### config.mk
export PLATFORM = sky130hd
export DESIGN_NAME = updn_cnt_scheduler
export DESIGN_NICKNAME = d
export VERILOG_FILES = /design/src/rtl/updn_cnt_scheduler.sv
export SDC_FILE = /design/constraint.sdc
export NUM_CORES = 1
export LEC_CHECK = 0
export BUFFER_PORTS_ARGS = -buffer_cell sky130_fd_sc_hd__buf_2
export CAP_MARGIN = 20
export CORE_MARGIN = 1
export CORE_UTILIZATION = 30
export CTS_CLUSTER_DIAMETER = 200
export DETAILED_ROUTE_END_ITERATION = 16
export GPL_TIMING_DRIVEN = 0
export PLACE_DENSITY = 0.58
export SLEW_MARGIN = 10
export SYNTH_ARGS = -nofsm -noshare
export SYNTH_HDL_FRONTEND = slang
export SYNTH_SLANG_ARGS = --single-unit
### constraint.sdc
create_clock -name clk -period 4.4 [get_ports clk]
set_clock_uncertainty 0.05 [all_clocks]
set_input_delay 0.88 -clock clk [delete_from_list [all_inputs] [get_ports clk]]
set_output_delay 0.88 -clock clk [all_outputs]
set_load 0.05 [all_outputs]
### src/rtl/updn_cnt_scheduler.sv
// Two-requester round-robin scheduler that owns a shared modulo-2^WIDTH up/down counter.
// Each granted session counts a latched number of steps in a latched direction.
module updn_cnt_scheduler #(
  parameter int WIDTH = 4
) (
  input  logic             clk,
  input  logic             rst_n,
  input  logic             clr,
  input  logic             req0,
  input  logic             req1,
  input  logic             dir0,
  input  logic             dir1,
  input  logic [WIDTH-1:0] steps0,
  input  logic [WIDTH-1:0] steps1,
  output logic [1:0]       gnt,
  output logic [1:0]       done,
  output logic             busy,
  output logic [WIDTH-1:0] cnt
);

  typedef enum logic [1:0] {
    S_IDLE = 2'd0,
    S_RUN  = 2'd1,
    S_DONE = 2'd2
  } state_t;

  state_t           r_state;
  logic [WIDTH-1:0] r_cnt;
  logic [WIDTH-1:0] r_rem;
  logic [1:0]       r_gnt;
  logic [1:0]       r_done;
  logic             r_busy;
  logic             r_ptr;
  logic             r_owner;
  logic             r_dir;

  logic             w_any;
  logic             w_win;
  logic             w_dir;
  logic [WIDTH-1:0] w_steps;
  logic [1:0]       w_win_onehot;
  logic             w_owner_req;

  // With both requesting the pointer decides; otherwise the lone requester wins.
  assign w_any        = req0 | req1;
  assign w_win        = (req0 & req1) ? r_ptr : req1;
  assign w_dir        = w_win ? dir1 : dir0;
  assign w_steps      = w_win ? steps1 : steps0;
  assign w_win_onehot = w_win ? 2'b10 : 2'b01;
  assign w_owner_req  = r_owner ? req1 : req0;

  always_ff @(posedge clk or negedge rst_n) begin
    if (!rst_n) begin
      r_state <= S_IDLE;
      r_cnt   <= '0;
      r_rem   <= '0;
      r_gnt   <= 2'b00;
      r_done  <= 2'b00;
      r_busy  <= 1'b0;
      r_ptr   <= 1'b0;
      r_owner <= 1'b0;
      r_dir   <= 1'b0;
    end else begin
      case (r_state)
        S_IDLE: begin
          r_done <= 2'b00;
          if (clr) begin
            r_cnt <= '0;
          end
          if (w_any) begin
            r_owner <= w_win;
            r_dir   <= w_dir;
            r_rem   <= w_steps;
            r_gnt   <= w_win_onehot;
            r_busy  <= 1'b1;
            if (w_steps == '0) begin
              r_state <= S_DONE;
              r_done  <= w_win_onehot;
            end else begin
              r_state <= S_RUN;
            end
          end
        end
        S_RUN: begin
          if (!w_owner_req) begin
            // Owner walked away: drop the session without touching cnt.
            r_state <= S_IDLE;
            r_gnt   <= 2'b00;
            r_busy  <= 1'b0;
            r_rem   <= '0;
            r_ptr   <= ~r_owner;
          end else begin
            r_cnt <= r_dir ? (r_cnt + WIDTH'(1)) : (r_cnt - WIDTH'(1));
            r_rem <= r_rem - WIDTH'(1);
            if (r_rem == WIDTH'(1)) begin
              r_state <= S_DONE;
              r_done  <= r_gnt;
            end
          end
        end
        S_DONE: begin
          r_state <= S_IDLE;
          r_done  <= 2'b00;
          r_gnt   <= 2'b00;
          r_busy  <= 1'b0;
          r_ptr   <= ~r_owner;
        end
        default: begin
          r_state <= S_IDLE;
          r_gnt   <= 2'b00;
          r_done  <= 2'b00;
          r_busy  <= 1'b0;
        end
      endcase
    end
  end

  assign gnt  = r_gnt;
  assign done = r_done;
  assign busy = r_busy;
  assign cnt  = r_cnt;

endmodule

### Word level (Yosys, flattened, before mapping)

Cells that the tools add are included.

| operators by class | value |
|---|---|
| $add $sub $neg | 3 |
| mux-type cells | 30 |
| equal/unequal tests | 9 |
| reduce and logical (&&, ||, !) cells | 11 |
| bitwise operators | 3 |

Operators by type and width:

| cell | number |
|---|---|
| 4-bit two-way mux | 6 |
| 2-bit two-way mux | 11 |
| 4-bit case mux with 2 select lines | 2 |
| 2-bit case mux with 2 select lines | 3 |
| 2-bit AND reduction | 6 |
| 2-bit != test, second input constant | 5 |
| 4-bit by 1-bit subtractor with 4-bit output, second input constant | 2 |
| 1-bit two-way mux | 6 |
| 4-bit by 1-bit adder with 4-bit output, second input constant | 1 |
| 4-bit by 1-bit == test with 1-bit output, second input constant | 1 |
| 4-bit zero test | 1 |
| 1-bit case mux with 2 select lines | 2 |
| 2-bit nonzero test | 2 |
| 3-bit != test, second input constant | 1 |
| 3-bit AND reduction | 1 |
| 2-bit by 1-bit == test with 1-bit output, second input constant | 1 |
| 2-bit == test, second input constant | 1 |
| 2-bit zero test | 1 |
| 1-bit AND | 1 |
| 1-bit NOT | 1 |
| 1-bit bitwise OR | 1 |

| storage, ports and cells | value |
|---|---|
| bits in registers | 18 |
| logic and storage cells | 65 |
| bits of input ports | 15 |
| output and inout bits | 9 |

### Logic depth before layout (Yosys ltp)

Gate-level depths: netlist of the first run.

| depth | value |
|---|---|
| depth after elaboration | 7 |
| depth in mapped cells | 6 |
| mapped depth without buffers | 6 |

### Worst setup path before layout of the first run

Ideal clock, no wire load.

| timing | value |
|---|---|
| path kind | input -> register |
| start point | input port req0 |
| end point | register r_rem[2] |
| data required time | 4.224 ns |
| data arrival time | 1.813 ns |
| path buffers | 0 |
| setup time | 0.126 ns |
| path slack | 2.411 ns |
| stages on the path | 4 |
| path through | nand2b_1 -> nand2_1 -> mux2_2 -> a221o_1 |

| between the ends | value |
|---|---|
| longest elaborated chain between the ends | 5 |
| elaborated cells between the ends (all ways) | 10 |
| classes of those cells | eq/ne (1); mux (6); bitwise (2); reduce/logical (1) |

RTL lines:

| item | line | source |
|---|---|---|
| start: declaration | 9 | `input logic req0,` |
| 1-bit AND | 46 | `assign w_win = (req0 & req1) ? r_ptr : req1;` |
| 1-bit two-way mux | 46 |  |
| 4-bit two-way mux | 48 | `assign w_steps = w_win ? steps1 : steps0;` |
| 4-bit two-way mux | 70 | `if (w_any) begin` |
| 4-bit case mux with 2 select lines | 64 | `case (r_state)` |
| end signal: assignment | 73 | `r_rem <= w_steps;` |
| end signal: assignment | 94 | `r_rem <= r_rem - WIDTH'(1);` |
| end: declaration | 29 | `logic [WIDTH-1:0] r_rem;` |

Several ways; a longest one is shown, not always the timed one. The select of a mux whose other input is x is not followed.
A chain may end at the register's enable or synchronous reset.

### Worst setup path in the final report of the first run

| timing | value |
|---|---|
| start point | input port req1 |
| end point | register r_rem[2] |

| between the ends | value |
|---|---|
| longest elaborated chain between the ends | 5 |
| elaborated cells between the ends (all ways) | 10 |
| classes of those cells | eq/ne (1); mux (6); bitwise (2); reduce/logical (1) |

RTL lines:

| item | line | source |
|---|---|---|
| start: declaration | 10 | `input logic req1,` |
| 1-bit AND | 46 |  |
| 1-bit two-way mux | 46 |  |
| 4-bit two-way mux | 48 |  |
| 4-bit two-way mux | 70 |  |
| 4-bit case mux with 2 select lines | 64 |  |

Several ways; a longest one is shown, not always the timed one. The select of a mux whose other input is x is not followed.

==> results of run 1 <==
[registers in the layout, summed over array words and instances, names as in the netlist]
name,cells
cnt,4
r_rem,4
r_dir,1
r_ptr,1
busy,1
r_owner,1
done,2
gnt,2
r_state,2
[metal layers]
layer,share of wire,track usage,wire length (microns)
met5,0,0,0
met4,0.010,0.04651,27
met3,0.050,0.03285,133
met2,0.46,0.2283,1228
met1,0.48,0.1864,1259
[area by class of cell]
cell class / count / share of cell area
Inverter: 7 / 0.01970
Sequential cell: 18 / 0.3377
Buffer: 4 / 0.01782
Tap cell: 46 / 0.04315
Multi-Input combinational cell: 93 / 0.4540
Clock buffer: 4 / 0.04128
Timing Repair Buffer: 23 / 0.08630
[worst min-delay path by stage]
stage                               startpoint  slack, ps  cells after the start                     end
final                         busy$_DFFE_PN0P_        490                      2        busy$_DFFE_PN0P_
after global routing                     rst_n        520                      1  r_state[0]$_DFFE_PN0P_
after CTS                     busy$_DFFE_PN0P_        500                      2        busy$_DFFE_PN0P_
after detailed placement      busy$_DFFE_PN0P_        480                      2        busy$_DFFE_PN0P_
after global placement      gnt[0]$_DFFE_PN0P_        460                      2      gnt[0]$_DFFE_PN0P_
after floorplan           r_rem[3]$_DFFE_PN0P_        450                      1    r_rem[3]$_DFFE_PN0P_
[cell families (layout without fill, tap and decap cells)]
kind of cell	count (synthesis)	in the layout	synth area share
simple gates	45	45	0.2116
buf+inv	11	38	0.04525
compound gates	35	35	0.1991
xor+xnor	1	1	0.007920
fa+ha+maj	5	5	0.06335
flops	18	18	0.4072
mux	7	7	0.06561
[cells in the mapped netlist, types with 2 or more instances]
cell and count:
nor3_1 4, clkbuf_1 2, a21boi_0 2, ha_1 4
nand2_1 7, nor3b_1 2, a221o_1 2, o22ai_1 3
o21ai_0 12, mux2_2 2, dfrtp_1 18, or4_1 2
and3_1 4, mux2i_1 5, nand2b_1 3, inv_1 7
nand3_1 4, o2bb2ai_1 2, o211ai_1 3, a21oi_1 6
nor2_1 13
[stage by stage]
stage               cells  setup slack, ps  hold WS [ps]    util  total power [uW]
CTS                   195             2296         496.5  0.3875             944.2
finish                195             2273         492.3  0.3875             939.4
global placement      191             2019         460.8  0.3715             790.4
detailed placement    191             2030         478.1  0.3715             803.1
floorplan             122             2411         453.1       -             679.6
global route          195             2176         522.1  0.3875              1018
[tightest hold or removal path: cells and delay by family (launching register included)]
family / cells / cell delay, ps
and+or+nand+nor: 2 / 140
DFF: 1 / 360
[power by group through the flow]
stage	Clock [uW]	Combinational [uW]	Sequential (uW)
after floorplan	0	290	390
after global placement	0	501	289
after detailed placement	0	509	294
after CTS	141	512	291
after global routing	149	567	302
final	139	509	291
==> results.sh, run 1 <==
export IMPL_critPathCapture="r_rem[2]$_DFFE_PN0P_"
export IMPL_core_region_area_sq_um=3442
export IMPL_io_pins=24
export IMPL_status="completed"
export IMPL_period_minus_slack_ps=2127
export IMPL_vias=997
export IMPL_crit_required_ps=4490
export IMPL_antenna_found_initial=0
export IMPL_rr_worst_depth=6
export IMPL_path_max_fanout=10
export IMPL_post_cts_buffers=0
export IMPL_grt_max_degree=19
export IMPL_synth_top_area_cell="dfrtp_1"
export IMPL_yosys_area_top_type_share=0.4072
export IMPL_reg2reg_to="cnt[3]$_DFFE_PN0P_"
export IMPL_dp_hpwl_mm=1.984
export IMPL_ant_nets=0
export IMPL_initial_core_util=0.3213
export IMPL_grt_pass1_wl_mm=4.422
export IMPL_area_growth_pct=20.59
export IMPL_mostFrequentLayoutCell="buf_2"
export IMPL_overflow=0
export IMPL_clkPwrFrac=0.148
export IMPL_ys_seq_elements=18
export IMPL_yosysWarnings=0
export IMPL_cellLeakagePower_uw=0.0006313
export IMPL_power_density_nw_per_um2=704.3
export IMPL_portBuffers=23
export IMPL_placementRows=21
export IMPL_seqCellArea_sq_um=450.4
export IMPL_syn_inst=122
export IMPL_die_x_microns=62.72
export IMPL_synth_edf_count=0
export IMPL_drt_initial_drc_count=37
export IMPL_worst_path_stages=6
export IMPL_cp_arrival_ps=2220
export IMPL_combPwrFrac=0.542
export IMPL_final_area_sq_um=1334
export IMPL_slew_violations=0
export IMPL_die_area_sq_um=3934
export IMPL_totalWireLength_mm=2.648
export IMPL_synth_ff_type="dfrtp_1"
export IMPL_fillers=350
export IMPL_dpl_cell_area_sq_um=1279
export IMPL_cts_repair_resized=0
export IMPL_maxSlewHeadroom=0.5404
export IMPL_finalHoldViolations=0
export IMPL_ys_seq_area_frac=0.4072
export IMPL_rsz0062_at_grt="no"
export IMPL_swShare=0.4740
export IMPL_final_cell_mix="buf_2 (24), dfrtp_1 (18), nor2_1 (13), o21ai_0 (12)"
export IMPL_crit_buf_inv=2
export IMPL_cp_cell_sequence="buf_2, mux2i_1, or2_1, clkbuf_1, nor3b_1, a221o_1"
export IMPL_gp_congestion=0.7581
export IMPL_cts_root_buffer="clkbuf_8"
export IMPL_htree_levels=1
export IMPL_crit_path_top_delay_cell="clkbuf_1"
export IMPL_vdd_drop_max_uv=204.6
export IMPL_seqPwrFrac=0.310
export IMPL_multi_input_area_sq_um=605.6
export IMPL_reg2reg_slack_ps=2580
export IMPL_p_int_uw=494.1
export IMPL_worst_pin_slew_ps=684.1
export IMPL_fmax_mhz=470.2
export IMPL_mappedNetlistArea_sq_um=1106
export IMPL_drc=0
export IMPL_setup_violations=0
export IMPL_startpoint_type="input port"
export IMPL_synth_area_per_cell_sq_um=9.066
export IMPL_clock_latency_ps=260
export IMPL_firstDrtPassIters=4
export IMPL_timing_rr_start="r_dir$_DFFE_PN0P_"
export IMPL_clkSlewWorstSetupHoldPaths_ps=70
export IMPL_worst_setup_path_end_kind="flip-flop"
export IMPL_synth_distinct_cells=36
export IMPL_critPathMaxStageDelay_ps=360
export IMPL_cts_tree="yes"
export IMPL_tns_ps=0
export IMPL_critPathKind="input port to flip-flop"
export IMPL_switchingPower_uw=445.3
export IMPL_postCtsHoldBufs=0
export IMPL_finalCritPeriodShare=0.4834
export IMPL_cts_buffers=3
export IMPL_grt_pass1_vias=958
export IMPL_final_nets=170
export IMPL_holdCritPathClass="flip-flop to flip-flop"
export IMPL_async_reset_ff_frac=1.000
export IMPL_maxCapViolations=0
export IMPL_cts_sinks=18
export IMPL_crit_family="buffers and inverters"
export IMPL_die_height_microns=62.72
export IMPL_startpoint="req1"
export IMPL_drive_gt1_frac=0.2215
export IMPL_vias_per_cell=5.113
export IMPL_routedWlPerCell_microns=13.58
export IMPL_synth_nets=142
export IMPL_yosys_top_cells_area="dfrtp_1 (41%), o21ai_0 (5.4%), ha_1 (4.5%), mux2i_1 (4.5%), nor2_1 (4.4%)"
export IMPL_antennaDiodeCount=0
export IMPL_track_usage=0.1419
export IMPL_cts_path_max_buffers=2
No activity file was read; power rests on OpenSTA's default activity.
==> run 2, diff against run 1 <==
ABC_AREA = 1   (was unset)
PLACE_DENSITY = 0.6   (was 0.58)
clock period = 1.8 ns   (was 4.4 ns; I/O delays follow)
==> run 2 against run 1 <==
Synthesized cell count grew 17%. Sequential cell count did not move. Critical path depth fell by 1. Worst hold slack got worse by 200 ps. First-iteration DRC count decreased by 76%. Largest power group unchanged. Sequential power is 140% higher. Highest routed layer unchanged.
==> results.sh, run 2 <==
export IMPL_status="completed"
export IMPL_post_place_ws_ps=254.6
export IMPL_clock_latency_ps=300
export IMPL_cp_cell_sequence="nor2_1, inv_1, nor2_1, inv_1, o21ai_0"
export IMPL_yosys_top_cells_area="dfrtp_1 (41%), nand2_1 (16%), inv_1 (7.9%), o21ai_0 (6.0%), ha_1 (4.6%)"
export IMPL_die_height_microns=62.17
export IMPL_area_growth_pct=20.16
export IMPL_post_cts_buffers=0
export IMPL_clkPwrFrac=0.107
export IMPL_slew_violations=0
export IMPL_final_nets=192
export IMPL_die_x_microns=62.17
export IMPL_synth_common_cells="nand2_1 (45), inv_1 (23), dfrtp_1 (18), o21ai_0 (13), nor2_1 (6)"
export IMPL_power_density_nw_per_um2=1777
export IMPL_placementRows=21
export IMPL_ys_seq_area_frac=0.4147
export IMPL_track_usage=0.1280
export IMPL_finalCritPeriodShare=0.8749
export IMPL_totalWireLength_mm=2.161
export IMPL_worst_pin_slew_ps=424.8
export IMPL_cts_root_buffer="clkbuf_4"
export IMPL_ys_seq_elements=18
export IMPL_cts_sinks=18
export IMPL_initial_core_util=0.3204
export IMPL_vias_per_cell=4.438
export IMPL_combPwrFrac=0.589
export IMPL_period_minus_slack_ps=1575
export IMPL_cts_path_max_buffers=2
export IMPL_synth_top_area_cell="dfrtp_1"
export IMPL_synth_nets=163
export IMPL_mappedNetlistArea_sq_um=1086
export IMPL_reg2reg_slack_ps=230
export IMPL_crit_path_top_delay_cell="dfrtp_1"
export IMPL_crit_required_ps=1960
export IMPL_antennaDiodeCount=0
export IMPL_cp_arrival_ps=1740
export IMPL_cellLeakagePower_uw=0.0007130
export IMPL_yosys_area_top_type_share=0.4147
export IMPL_final_area_sq_um=1305
export IMPL_finalHoldViolations=0
export IMPL_drive_gt1_frac=0.2281
export IMPL_tns_ps=0
export IMPL_startpoint_type="flip-flop"
export IMPL_cts_buffers=3
export IMPL_timing_rr_start="r_state[1]$_DFFE_PN0P_"
export IMPL_htree_levels=1
export IMPL_yosysWarnings=0
export IMPL_portBuffers=23
export IMPL_mostFrequentLayoutCell="nand2_1"
export IMPL_rsz0062_at_grt="no"
export IMPL_drc=0
export IMPL_dp_hpwl_mm=1.764
export IMPL_holdCritPathClass="input port to flip-flop"
export IMPL_switchingPower_uw=1186
export IMPL_overflow=0
export IMPL_synth_ff_type="dfrtp_1"
export IMPL_critPathCapture="gnt[0]$_DFFE_PN0P_"
export IMPL_core_region_area_sq_um=3390
export IMPL_ant_nets=0
export IMPL_setup_violations=0
export IMPL_grt_max_degree=19
export IMPL_synth_area_per_cell_sq_um=7.595
export IMPL_critPathKind="flip-flop to flip-flop"
export IMPL_firstDrtPassIters=3
export IMPL_vdd_drop_max_uv=573.4
export IMPL_maxSlewHeadroom=0.7168
export IMPL_swShare=0.5111
export IMPL_synth_distinct_cells=22
export IMPL_path_max_fanout=6
export IMPL_fin_ws_ps=225.2
export IMPL_async_reset_ff_frac=1.000
export IMPL_maxCapViolations=0
export IMPL_final_cell_mix="nand2_1 (45), inv_1 (23), buf_2 (23), dfrtp_1 (18), o21ai_0 (13)"
export IMPL_dpl_cell_area_sq_um=1259
export IMPL_cts_repair_resized=0
export IMPL_synth_edf_count=0
export IMPL_antenna_found_initial=0
export IMPL_critPathMaxStageDelay_ps=440
export IMPL_grt_pass1_wl_mm=3.884
export IMPL_routedWlPerCell_microns=9.959
export IMPL_cts_tree="yes"
export IMPL_rr_worst_depth=5
export IMPL_worst_setup_path_end_kind="flip-flop"
export IMPL_synth_most_common_cell="nand2_1"
export IMPL_reg2reg_to="gnt[0]$_DFFE_PN0P_"
export IMPL_startpoint="r_state[1]$_DFFE_PN0P_"
export IMPL_syn_inst=143
export IMPL_die_area_sq_um=3864
export IMPL_clkSlewWorstSetupHoldPaths_ps=110
export IMPL_vias=963
export IMPL_grt_pass1_vias=889
export IMPL_fillers=364
export IMPL_io_pins=24
export IMPL_drt_initial_drc_count=9
export IMPL_gp_congestion=0.7986
export IMPL_p_int_uw=1134
export IMPL_seqPwrFrac=0.305
export IMPL_fmax_mhz=635.0
run 2: cell count changes after synthesis, moves of 4 or more:
cell | previous run | this run
nor2_1 | 13 | 6
and3_1 | 4 | 0
mux2i_1 | 5 | 0
nand2_1 | 7 | 45
inv_1 | 7 | 23
a21oi_1 | 6 | 2
inv_2 | 0 | 4
nor3_1 | 4 | 0
run 2: cell type report:
| type | instances | area (sq um) | share of cell area |
|---|---|---|---|
| multi-input combinational | 98 | 534.3 | 0.4094 |
| sequential | 18 | 450.4 | 0.3452 |
| timing repair buffer | 24 | 125.1 | 0.09588 |
| inverter | 27 | 101.3 | 0.07766 |
| tap | 46 | 57.56 | 0.04410 |
| clock buffer | 4 | 36.28 | 0.02780 |
run 2: cells by family after synthesis:
group,Yosys count,synth area share
xor gates and xnor gates,4,0.03226
adders and majority gates,5,0.06452
AOI/OAI and AO/OA,24,0.1302
DFF,18,0.4147
buffers and inverters,27,0.09331
and+or+nand+nor,65,0.2650
run 2: worst min-delay path by stage:
stage	startpoint	end	slack [ps]	cells past startpoint
after floorplan	rst_n	busy$_DFFE_PN0P_	10	0
after global placement	rst_n	cnt[0]$_DFFE_PN0P_	270	1
after detailed placement	rst_n	cnt[1]$_DFFE_PN0P_	270	1
after CTS	dir0	r_dir$_DFFE_PN0P_	280	3
after global routing	dir0	r_dir$_DFFE_PN0P_	310	3
final	dir0	r_dir$_DFFE_PN0P_	290	3
run 2: repair_timing:
action	CTS	global route
hold buffers	1	0
endpoints found under the hold margin	18	0
endpoints found under the setup margin	0	0
run 2: critical path, delay by kind of cell, from the launching register on:
family          cells  cell delay [ps]
simple gates        2              630
flops               1              440
buf+inv             2              200
compound gates      1              170
run 2: power groups by stage:
stage / combinational, uW / clock [uW] / sequential [uW]
global placement: 1370 / 0 / 717
detailed placement: 1380 / 0 / 719
floorplan: 819 / 0 / 970
global route: 1530 / 274 / 737
finish: 1370 / 248 / 706
CTS: 1380 / 263 / 710
run 2: routing by layer:
metal  up-vias  wire length [microns]  global-route usage
met5         -                      0                   0
met3         4                     77             0.04044
met2        10                   1044              0.2170
met1       440                   1015              0.1534
met4         0                     23             0.04070
li1        509                      -                   -
run 2: through the flow:
step / total power, uW / instances / utilization / hold slack [ps]
finish: 2319 / 217 / 0.3850 / 294.1
global placement: 2084 / 212 / 0.3714 / 270.3
detailed placement: 2097 / 212 / 0.3714 / 271.3
CTS: 2357 / 217 / 0.3850 / 281.9
floorplan: 1789 / 143 / - / 14.41
global route: 2536 / 217 / 0.3850 / 312.5
==> run 3, diff against run 2 <==
CORE_ASPECT_RATIO = 0.7   (was unset)
CTS_CLUSTER_SIZE = 10   (was unset)
==> run 3 against run 2 <==
First-iteration DRC count grew to 4.1 times the previous value. Maximum frequency is 1.7% lower. Sequential cell count stayed put. Cell count is 0.46% higher. Critical path type unchanged. Register-to-register slack worse by 30 ps. Critical path depth is 2 higher. Setup slack worse by 27 ps. Non-clock buffer count stayed put. Largest power group unchanged. Die area is 0.11% higher. Largest cell class unchanged.
==> results.sh, run 3 (synthesis results as in run 2) <==
export IMPL_gp_congestion=0.8131
export IMPL_drc=0
export IMPL_crit_path_top_delay_cell="dfrtp_1"
export IMPL_period_minus_slack_ps=1602
export IMPL_fmax_mhz=624.4
export IMPL_cp_arrival_ps=1680
export IMPL_cts_path_max_buffers=2
export IMPL_startpoint_type="flip-flop"
export IMPL_cp_cell_sequence="inv_1, ha_1, a21oi_1, nor2_1, nor2_1, xor2_1, o21ai_0"
export IMPL_cp_common_cell="nor2_1"
export IMPL_die_area_sq_um=3869
export IMPL_grt_pass1_wl_mm=4.140
export IMPL_totalWireLength_mm=2.457
export IMPL_die_height_microns=52.34
export IMPL_path_max_fanout=3
export IMPL_cts_sinks=18
export IMPL_track_usage=0.1462
export IMPL_fin_cells=218
export IMPL_crit_buf_inv=1
export IMPL_die_x_microns=73.92
export IMPL_power_density_nw_per_um2=1847
export IMPL_crit_family="flip-flops"
export IMPL_vias=967
export IMPL_finalCritPeriodShare=0.8898
export IMPL_critPathKind="flip-flop to flip-flop"
export IMPL_io_pins=24
export IMPL_antenna_found_initial=0
export IMPL_final_cell_mix="nand2_1 (45), inv_1 (23), buf_2 (23), dfrtp_1 (18), o21ai_0 (13)"
export IMPL_routedWlPerCell_microns=11.27
export IMPL_mostFrequentLayoutCell="nand2_1"
export IMPL_worst_pin_slew_ps=409.4
export IMPL_fillers=349
export IMPL_cts_buffers=3
export IMPL_vdd_drop_max_uv=649.8
export IMPL_finalHoldViolations=0
export IMPL_cts_tree="yes"
export IMPL_status="completed"
export IMPL_maxSlewHeadroom=0.7271
export IMPL_dp_hpwl_mm=1.984
export IMPL_grt_pass1_vias=875
export IMPL_placementRows=17
export IMPL_tns_ps=0
export IMPL_htree_levels=1
export IMPL_vias_per_cell=4.436
export IMPL_maxCapViolations=0
export IMPL_setup_violations=0
export IMPL_holdCritPathClass="input port to flip-flop"
export IMPL_cellLeakagePower_uw=0.0007208
export IMPL_clock_latency_ps=260
export IMPL_antennaDiodeCount=0
export IMPL_core_region_area_sq_um=3297
export IMPL_cts_repair_resized=0
export IMPL_initial_core_util=0.3294
export IMPL_grt_max_degree=19
export IMPL_clkSlewWorstSetupHoldPaths_ps=70
export IMPL_drt_initial_drc_count=37
export IMPL_ant_nets=0
export IMPL_overflow=0
export IMPL_place_inst=213
export IMPL_area_growth_pct=22.00
export IMPL_drive_gt1_frac=0.2281
export IMPL_cts_root_buffer="clkbuf_8"
export IMPL_critPathMaxStageDelay_ps=430
export IMPL_portBuffers=23
export IMPL_crit_required_ps=1880
export IMPL_firstDrtPassIters=4
export IMPL_slew_violations=0
export IMPL_worst_setup_path_end_kind="flip-flop"
export IMPL_rsz0062_at_grt="no"
export IMPL_final_nets=192
## run 3: worst reg2reg max path: stages (launching register included)
cell,delay [ps]
dfrtp_1,430
inv_1,110
ha_1,280
a21oi_1,140
nor2_1,60
nor2_1,160
xor2_1,160
o21ai_0,90
## run 3: per-layer routing
layer / vias to the layer above / share of wire / track usage
met5: - / 0 / 0
li1: 509 / - / -
met2: 22 / 0.39 / 0.1924
met3: 2 / 0.053 / 0.04231
met1: 434 / 0.55 / 0.2281
met4: 0 / 0.0016 / 0.02885
## run 3: cell type report
type	instances	area [sq um]	share of cell area
inverter	27	101.3	0.07649
multi-input combinational	98	534.3	0.4032
timing repair buffer	24	125.1	0.09443
clock buffer	4	55.05	0.04155
sequential	18	450.4	0.3399
tap	47	58.81	0.04438
## run 3: through the flow
stage	hold slack [ps]	setup slack, ps	cell area [sq um]	power [uW]	utilization
3_3_place_gp	259.4	250.9	1260	2081	0.3822
5_1_grt	390.1	22.62	1325	2680	0.4019
4_1_cts	343.9	204.6	1325	2463	0.4019
2_1_floorplan	14.41	73.03	1086	1789	-
6_report	339.1	198.4	1325	2448	0.4019
3_5_place_dp	268.6	252.8	1260	2116	0.3822
## run 3: repair_timing
| action | 4_1_cts | 5_1_grt |
|---|---|---|
| hold buffers | 1 | 0 |
| endpoints found under the hold margin | 18 | 0 |
| setup buffers | 0 | 0 |
## run 3: final timing paths
| check | from | to | slack [ps] | depth (start not counted) |
|---|---|---|---|---|
| setup / recovery | r_dir$_DFFE_PN0P_ | cnt[3]$_DFFE_PN0P_ | 200 | 7 |
| hold / removal | dir0 | r_dir$_DFFE_PN0P_ | 340 | 3 |
| setup reg to reg | r_dir$_DFFE_PN0P_ | cnt[3]$_DFFE_PN0P_ | 200 | 7 |
| hold reg to reg | busy$_DFFE_PN0P_ | busy$_DFFE_PN0P_ | 420 | 2 |
| max in group asynchronous | rst_n | r_rem[2]$_DFFE_PN0P_ | 890 | 2 |
| min in group asynchronous | rst_n | done[1]$_DFFE_PN0P_ | 510 | 2 |
## run 3: report_power, final
| part | total [uW] | switching, uW | internal (uW) | leakage (uW) |
|---|---|---|---|---|
| Sequential | 721 | 132 | 589 | 0.000228 |
| Clock | 339 | 145 | 195 | 0.0000288 |
| Combinational | 1390 | 965 | 423 | 0.000464 |
